$ cat src/rtl/ether_tx_arbiter.sv
// ether_tx_arbiter: two-port arbiter that feeds one payload word plus its
// ethertype to a frame transmitter. It then holds the transmitter's inputs
// until the frame and inter-packet gap have finished.
// Build option: define ETHER_TX_ARB_FIXED_PRIO_EN to make port 0 win when
// both ports are valid. Without it, arbitration is round-robin.
module ether_tx_arbiter #(
    parameter int          FRAME_CYCLES = 345,
    parameter logic [15:0] ETHERTYPE0   = 16'h88B5,
    parameter logic [15:0] ETHERTYPE1   = 16'h88B6
) (
    input  logic        clk,
    input  logic        rst_n,
    input  logic        req0_valid,
    input  logic [15:0] req0_data,
    output logic        req0_ready,
    input  logic        req1_valid,
    input  logic [15:0] req1_data,
    output logic        req1_ready,
    output logic        mac_start,
    output logic [15:0] mac_data,
    output logic [15:0] mac_ethertype,
    output logic        busy
);

    localparam int CW = $clog2(FRAME_CYCLES) + 1;
    localparam logic [CW-1:0] CNT_RELOAD = CW'(FRAME_CYCLES - 2);
    localparam logic [CW-1:0] CNT_ONE    = CW'(1);

    localparam logic [1:0] ST_IDLE  = 2'd0;
    localparam logic [1:0] ST_START = 2'd1;
    localparam logic [1:0] ST_HOLD  = 2'd2;

    logic [1:0]    state_q, state_d;
    logic [CW-1:0] counter_q, counter_d;
    logic          last_grant_q, last_grant_d;
    logic [15:0]   mac_data_q, mac_data_d;
    logic [15:0]   mac_ethertype_q, mac_ethertype_d;

    logic grant_vld;
    logic grant_sel;

    // Pick the port to serve; only meaningful while idle.
    always_comb begin
        // NOTE: every always_comb output gets a default first so no path leaves it unassigned (no latch).
        grant_vld = 1'b0;
        grant_sel = 1'b0;
        if (state_q == ST_IDLE) begin
            if (req0_valid && req1_valid) begin
                grant_vld = 1'b1;
`ifdef ETHER_TX_ARB_FIXED_PRIO_EN
                grant_sel = 1'b0;
`else
                grant_sel = ~last_grant_q;
`endif
            end else if (req0_valid) begin
                grant_vld = 1'b1;
                grant_sel = 1'b0;
            end else if (req1_valid) begin
                grant_vld = 1'b1;
                grant_sel = 1'b1;
            end
        end
    end

    // Ready goes to the granted port only, in the same cycle it is valid.
    always_comb begin
        req0_ready = grant_vld & ~grant_sel;
        req1_ready = grant_vld &  grant_sel;
    end

    // Next-state logic. A transfer latches the word, a one-cycle start
    // follows, and the counter then spans the rest of the frame.
    always_comb begin
        state_d         = state_q;
        counter_d       = counter_q;
        last_grant_d    = last_grant_q;
        mac_data_d      = mac_data_q;
        mac_ethertype_d = mac_ethertype_q;
        case (state_q)
            ST_IDLE: begin
                if (grant_vld) begin
                    mac_data_d      = grant_sel ? req1_data : req0_data;
                    mac_ethertype_d = grant_sel ? ETHERTYPE1 : ETHERTYPE0;
                    last_grant_d    = grant_sel;
                    state_d         = ST_START;
                end
            end
            ST_START: begin
                counter_d = CNT_RELOAD;
                state_d   = ST_HOLD;
            end
            ST_HOLD: begin
                if (counter_q == '0) begin
                    state_d = ST_IDLE;
                end else begin
                    counter_d = counter_q - CNT_ONE;
                end
            end
            default: begin
                // An illegal encoding waits out a full frame before granting again.
                state_d   = ST_HOLD;
                counter_d = CNT_RELOAD;
            end
        endcase
    end

    // State registers. Reset lands in HOLD with a full count so that any frame
    // the transmitter is still sending finishes before the next grant.
    always_ff @(posedge clk) begin
        // NOTE: sequential state uses non-blocking assignments so every flop samples pre-edge values.
        if (!rst_n) begin
            state_q         <= ST_HOLD;
            counter_q       <= CNT_RELOAD;
            last_grant_q    <= 1'b1;
            mac_data_q      <= '0;
            mac_ethertype_q <= '0;
        end else begin
            state_q         <= state_d;
            counter_q       <= counter_d;
            last_grant_q    <= last_grant_d;
            mac_data_q      <= mac_data_d;
            mac_ethertype_q <= mac_ethertype_d;
        end
    end

    // Outputs decode directly from the registers.
    always_comb begin
        mac_start     = (state_q == ST_START);
        busy          = (state_q != ST_IDLE);
        mac_data      = mac_data_q;
        mac_ethertype = mac_ethertype_q;
    end

endmodule

$ cat config.mk
export PLATFORM = sky130hd
export DESIGN_NAME = ether_tx_arbiter
export DESIGN_NICKNAME = d
export VERILOG_FILES = /design/src/rtl/ether_tx_arbiter.sv
export SDC_FILE = /design/constraint.sdc
export NUM_CORES = 1
export LEC_CHECK = 0
export CELL_PAD_IN_SITES_DETAIL_PLACEMENT = 0
export CELL_PAD_IN_SITES_GLOBAL_PLACEMENT = 2
export CORE_MARGIN = 5
export CORE_UTILIZATION = 24
export CTS_CLUSTER_DIAMETER = 100
export DETAILED_ROUTE_END_ITERATION = 6
export GPL_ROUTABILITY_DRIVEN = 0
export GPL_TIMING_DRIVEN = 0
export PLACE_DENSITY_LB_ADDON = 0.2
export SLEW_MARGIN = 20
export SYNTH_ARGS = -nofsm -noshare
export SYNTH_HDL_FRONTEND = slang
export SYNTH_SLANG_ARGS = --single-unit
$ cat constraint.sdc
create_clock -name clk -period 6.6 [get_ports clk]
set_input_delay 1.98 -clock clk [delete_from_list [all_inputs] [get_ports clk]]
set_output_delay 1.98 -clock clk [all_outputs]
set_load 0.01 [all_outputs]
==> metrics.md, run 1 <==
| Metric | Value |
|---|---|
| I/O Pins | 72 |
| Share of cells above drive strength 1 | 0.0971 |
| Final Skew | 0.00368 ns |
| Area contributors post-synth | dfxtp_1 (39%), nand3_1 (10%), o21ai_0 (6.8%) |
| Post-synth cell types | 40 |
| Kind of end point of the critical path | output pin |
| Final-report setup violation count | 0 |
| Post-DP Area | 0.00238 mm2 |
| CP top delay family | buffers and inverters |
| Sequential Area | 641 um2 |
| Most common library cells after synthesis | nand3_1 (34), dfxtp_1 (32), o21ai_0 (22) |
| TritonCTS Buffers | 5 |
| Critical path buffer and inverter count | 4 |
| IR drop worst, VDD | 0.0583 mV |
| Worst path max stage delay | 0.56 ns |
| Hold WC Path Type | flop to flop |
| Final setup TNS | 0 ns |
| Routed len/inst | 14.9 um |
| Vias in the first global route | 1726 |
| Pre-CTS WS | 0.261 ns |
| Clk Latency, worst-skew pair | 0.28 ns |
| Die height | 92.3 um |
| Fin nets | 315 |
| DRC | 0 |
| Clock sinks | 32 |
| Die Area | 0.00852 mm2 |
| Initial antenna violation count | 0 |
| DR pass1 iterations | 4 |
| Share of the synthesized area in the top cell type | 0.394 |
| Max-slew violation count | 0 |
| Final Hold Fails | 0 |
| Min Tclk post-route | 6.26 ns |
| Post-synthesis sequential area ratio | 0.394 |
| PwrDens | 171 mW/mm2 |
| Crit share post-route | 0.949 |
| Number of H-tree levels | 2 |
| Postcts setup bufs | 0 |
| Post-DP HPWL | 3.83 mm |
| Cell mode on critical path | clkdlybuf4s50_1 |
| Critical path class | primary input to output pin |
| Fraction of registers with async set/reset | 0 |
| Syn Area/Cell | 8.09 um2 |
| PnR worst setup slack | 0.337 ns |
| Ys flop type | dfxtp_1 |
| Pin count of the biggest net entering global routing | 11 |
| Vias per Instance | 4.75 |
| Antenna-violating nets left | 0 |
| P_leak | 0.000838 uW |
| Starting Density | 0.243 |
| # resized after CTS | 0 |
| FP Rows | 30 |
| Cell Chain, Critical Path | clkdlybuf4s50_1, a21boi_1, clkbuf_1, nand2_1, inv_1, clkdlybuf4s50_1 |
| Mapped Cells | 201 |
| Global-route wire length before repair | 8.69 mm |
| Hold_buf cts | 0 |
| Core Box Area | 0.00668 mm2 |
| Fill count | 720 |
| Count leader, synth | nand3_1 |
| Overflow after GRT | 0 |
| DRT iter0 DRCs | 68 |
| Routed WL | 5.35 mm |
| Port Buffers | 63 |
| Clock transition at the registers of the reported paths | 0.07 ns |
| Crit path DAT | 4.28 ns |
| Via count | 1702 |
| EDFF count, synth | 0 |
| Outcome | finished clean |
| Synth warnings | 0 |
| Area delta synth->final | 51.3% |
| Footprint of the multi-input gates | 827 um2 |
| Fmax | 160 MHz |
| Number of synthesized register bits | 32 |
| Worst slew pin tran | 0.690 ns |
| Number of diodes | 0 |
| Syn Std Cell Area | 0.00163 mm2 |
| Cell taking the most area after synthesis | dfxtp_1 |
| Worst-path maximum fanout | 10 |
| Data required, critical path | 4.62 ns |
| RSZ-0062 raised after global routing | false |
| Max cap viols | 0 |
| CP Launch Type | primary input |
| Rel. slew slack | 0.536 |
| GRT Total Usage | 0.127 |
| Worst path slowest cell | a21boi_1 |
| Root buf cell | clkbuf_8 |
| TritonCTS clock tree | yes |
| CTS Buffer Depth | 2 |
| Die W | 92.3 um |
| Final Cell Area | 0.00246 mm2 |
cells in the final DEF, fill, tap and decap left out, types with 5 or more instances in the layout:
master | synthesis | final
a31oi_1 | 16 | 16
clkdlybuf4s50_1 | 0 | 63
nor3_1 | 6 | 6
clkbuf_1 | 12 | 13
dfxtp_1 | 32 | 32
nand3_1 | 34 | 34
inv_1 | 6 | 6
a21oi_1 | 5 | 5
o21ai_0 | 22 | 22
buf_4 | 13 | 13
clkbuf_8 | 0 | 5
conb_1 | 1 | 8
nor2_1 | 5 | 5
tightest hold or removal path: cells and delay by family, from the launching register on:
kind	cells	cell delay, ns
AOI/OAI and AO/OA	2	0.13
DFF	1	0.31
state kept, by name, summed over array words and instances (netlist names):
name / flops
mac_data: 16
counter_q: 10
state_q: 2
mac_ethertype: 3
last_grant_q: 1
per-layer routing:
layer | wire, um | GRT usage | share of wire | vias to the layer above
met2 | 2520 | 0.204 | 0.47 | 42
li1 | - | - | - | 879
met3 | 330 | 0.0431 | 0.062 | 5
met5 | 0 | 0 | 0 | -
met1 | 2440 | 0.160 | 0.46 | 776
met4 | 60 | 0.0408 | 0.011 | 0
report_power, final:
group | switching (uW) | internal (uW) | leakage, uW
sequential | 8.72 | 200 | 0.000259
combinational | 32.2 | 36.3 | 0.000538
clock | 71.5 | 71.7 | 0.0000410
worst paths after layout:
kind	to	start	cells after the start	slack, ns
hold / removal	mac_ethertype[0]	mac_ethertype[0]	2	0.49
hold reg to reg	mac_ethertype[0]	mac_ethertype[0]	2	0.49
setup / recovery	req1_ready	req1_valid	6	0.34
setup reg to reg	counter_q[4]	counter_q[0]	5	4.55
layout make-up:
cell class,instances,share of cell area
multi-input combinational,142,0.336
clock inverter,1,0.00203
tap,80,0.0407
inverter,7,0.0107
timing repair buffer,63,0.256
buffer,27,0.0646
clock buffer,6,0.0295
sequential,32,0.260
through the flow:
| step | hold slack, ns | power (uW) | cells | utilization |
|---|---|---|---|---|
| 6_report | 0.486 | 421 | 358 | 0.368 |
| 5_1_grt | 0.515 | 448 | 358 | 0.368 |
| 4_1_cts | 0.490 | 430 | 358 | 0.368 |
| 3_5_place_dp | 0.481 | 281 | 351 | 0.357 |
| 3_3_place_gp | 0.473 | 282 | 351 | 0.357 |
| 2_1_floorplan | 0.468 | 247 | 208 | - |
cell families (layout without fill, tap and decap cells):
group	after synthesis	after routing	share of synthesized area
buffers and inverters	34	104	0.114
AO/OA/AOI/OAI	60	60	0.226
flip-flops	32	32	0.394
adder cells (fa/ha/maj)	1	1	0.00769
other	1	8	0.00231
multiplexers	1	1	0.00615
AND/OR/NAND/NOR	72	72	0.250
(Power assumes the default switching activity.)
==> run 2, diff against run 1 <==
Settings changed: SLEW_MARGIN 20 to 30.
==> results of run 2 <==
Final layout, timing and power as in run 1 (identical DEF).
==> run 3, diff against run 2 <==
Settings changed: REMOVE_ABC_BUFFERS set to 1.
==> metrics.md, run 3 (synthesis gave the netlist of run 1 again) <==
| Metric | Value |
|---|---|
| Global-route wire length before repair | 8.44 mm (-2.9%) |
| Top sig layer | met4 |
| CP Launch Point | req0_valid |
| Initial antenna violation count | 0 (unchanged) |
| Die height | 92.3 um (unchanged) |
| Final Skew | 0.00389 ns (+0.000204 ns) |
| TritonCTS Buffers | 5 (unchanged) |
| Highest-count cells in the layout ignoring fill and taps | clkdlybuf4s50_1 (63), nand3_1 (34), dfxtp_1 (32) |
| Most common cell after layout, fill and taps aside | clkdlybuf4s50_1 |
| Number of H-tree levels | 2 (unchanged) |
| Die Area | 0.00852 mm2 (unchanged) |
| Area delta synth->final | 44.3% |
| Post-DP Area | 0.00225 mm2 (-5.6%) |
| Fmax | 166 MHz (+4.2%) |
| Port Buffers | 63 (unchanged) |
| Routed len/inst | 15.2 um (+1.9%) |
| Rel. slew slack | 0.433 (-0.103) |
| Post-Route M1 WL | 2.21 mm (-9.4%) |
| Final Hold Fails | 0 (unchanged) |
| Crit path DAT | 4.03 ns (-0.25 ns) |
| Worst path max stage delay | 0.70 ns (+0.14 ns) |
| Hold_buf cts | 0 (unchanged) |
| Max cap viols | 0 (unchanged) |
| Max reg flops | 16 (unchanged) |
| Antenna-violating nets left | 0 (unchanged) |
| Clock sinks | 32 (unchanged) |
| Routed WL | 5.06 mm (-5.5%) |
| Outcome | finished clean |
| Worst-path maximum fanout | 17 (+7) |
| Flop-to-flop setup slack | 4.30 ns (-0.25 ns) |
| Worst setup endpoint | req0_ready |
| R2r startpoint | state_q[1] |
| Core Box Area | 0.00668 mm2 (unchanged) |
| Starting Density | 0.243 (unchanged) |
| CP Launch Type | primary input |
| Cell Chain, Critical Path | clkdlybuf4s50_1, nor3b_4, nand2_1, inv_1, clkdlybuf4s50_1 |
| TritonCTS clock tree | yes |
| Cell mode on critical path | clkdlybuf4s50_1 |
| DR pass1 iterations | 4 (unchanged) |
| CTS Buffer Depth | 2 (unchanged) |
| Final-report setup violation count | 0 (unchanged) |
| Final Cell Area | 0.00235 mm2 (-4.6%) |
| Hold WC Path Type | flop to flop |
| Pin count of the biggest net entering global routing | 23 (+12) |
| Share of cells above drive strength 1 | 0.0675 (-0.0297) |
| Met3 WL | 415 um (+26%) |
| Critical path class | primary input to output pin |
| Vias per Instance | 4.95 (+4.1%) |
| PwrDens | 186 mW/mm2 (+9.1%) |
| Hold slack | 0.478 ns (-0.00787 ns) |
| Hold wc startpoint | mac_ethertype[1] |
| Max-slew violation count | 0 (unchanged) |
| I/O Pins | 72 (unchanged) |
| # resized after CTS | 0 (unchanged) |
| Kind of end point of the critical path | output pin |
| Postcts setup bufs | 0 (unchanged) |
| Clock transition at the registers of the reported paths | 0.07 ns (about the same) |
| P_leak | 0.000760 uW (-9.3%) |
| Data required, critical path | 4.62 ns (about the same) |
| IR drop worst, VDD | 0.0554 mV (-5.0%) |
| Worst path slowest cell | nor3b_4 |
| Number of diodes | 0 (unchanged) |
| Metal2 WL | 2.39 mm (-5.0%) |
| Root buf cell | clkbuf_8 |
| Vias in the first global route | 1635 (-5.3%) |
| DRT iter0 DRCs | 62 (-8.8%) |
| Die W | 92.3 um (unchanged) |
| Via count | 1643 (-3.5%) |
| Overflow after GRT | 0 (unchanged) |
| DRC | 0 (unchanged) |
| Post-DP HPWL | 3.47 mm (-9.4%) |
| Clk Latency, worst-skew pair | 0.28 ns (about the same) |
| Worst R2R Path Depth | 4 (-1) |
| Worst slew pin tran | 0.849 ns (+0.159 ns) |
| GRT Total Usage | 0.124 (-0.00311) |
| Min Tclk post-route | 6.01 ns (-0.253 ns) |
| RSZ-0062 raised after global routing | false |
| Crit share post-route | 0.911 (-0.0383) |
| Reg2reg end | mac_data[0] |
| FP Rows | 30 (unchanged) |
| Fin nets | 289 (-8.3%) |
run 3: changes by cell type in the layout (fill, tap and decap cells not counted), moves of 2 or more:
cell | before | now
clkbuf_1 | 13 | 0
buf_4 | 13 | 0
clkbuf_8 | 5 | 7
nor2_2 | 0 | 2
nor2_1 | 5 | 3
run 3: final cells by class:
cell class / instances / area [um2]
Timing Repair Buffer: 64 / 642
Multi-Input combinational cell: 142 / 842
Clock buffer: 7 / 96.3
Sequential cell: 32 / 641
Fill cell: 722 / 4330
Inverter: 7 / 26.3
Tap cell: 80 / 100
run 3: worst min path at each step:
stage / endpoint / slack (ns) / cells after the start
after detailed placement: mac_ethertype[1] / 0.47 / 2
after global placement: mac_ethertype[0] / 0.47 / 2
final: mac_ethertype[1] / 0.48 / 2
after floorplan: counter_q[9] / 0.47 / 2
after global routing: mac_ethertype[1] / 0.51 / 2
after CTS: mac_ethertype[1] / 0.48 / 2
run 3: power by group:
part           internal [uW]  switching (uW)
clock                   92.9            73.8
combinational           32.6            30.1
sequential               200            8.07
total                    326             112
run 3: critical path, delay by kind of cell:
family	cells	cell delay (ns)
simple gates	2	0.86
buf+inv	3	1.19
run 3: through the flow:
stage	std cells	power, uW	worst slack [ns]	utilization	setup TNS, ns
3_5_place_dp	325	275	0.566	0.337	0
2_1_floorplan	181	242	1.66	-	0
5_1_grt	332	460	0.435	0.351	0
3_3_place_gp	324	276	-0.0299	0.333	-0.0299
6_report	332	438	0.589	0.351	0
4_1_cts	332	443	0.561	0.351	0
run 3: routing by layer:
| layer | global-route usage | vias to the layer above |
|---|---|---|
| li1 | - | 824 |
| met1 | 0.152 | 764 |
| met2 | 0.198 | 51 |
| met3 | 0.0512 | 4 |
| met4 | 0.0371 | 0 |
| met5 | 0 | - |
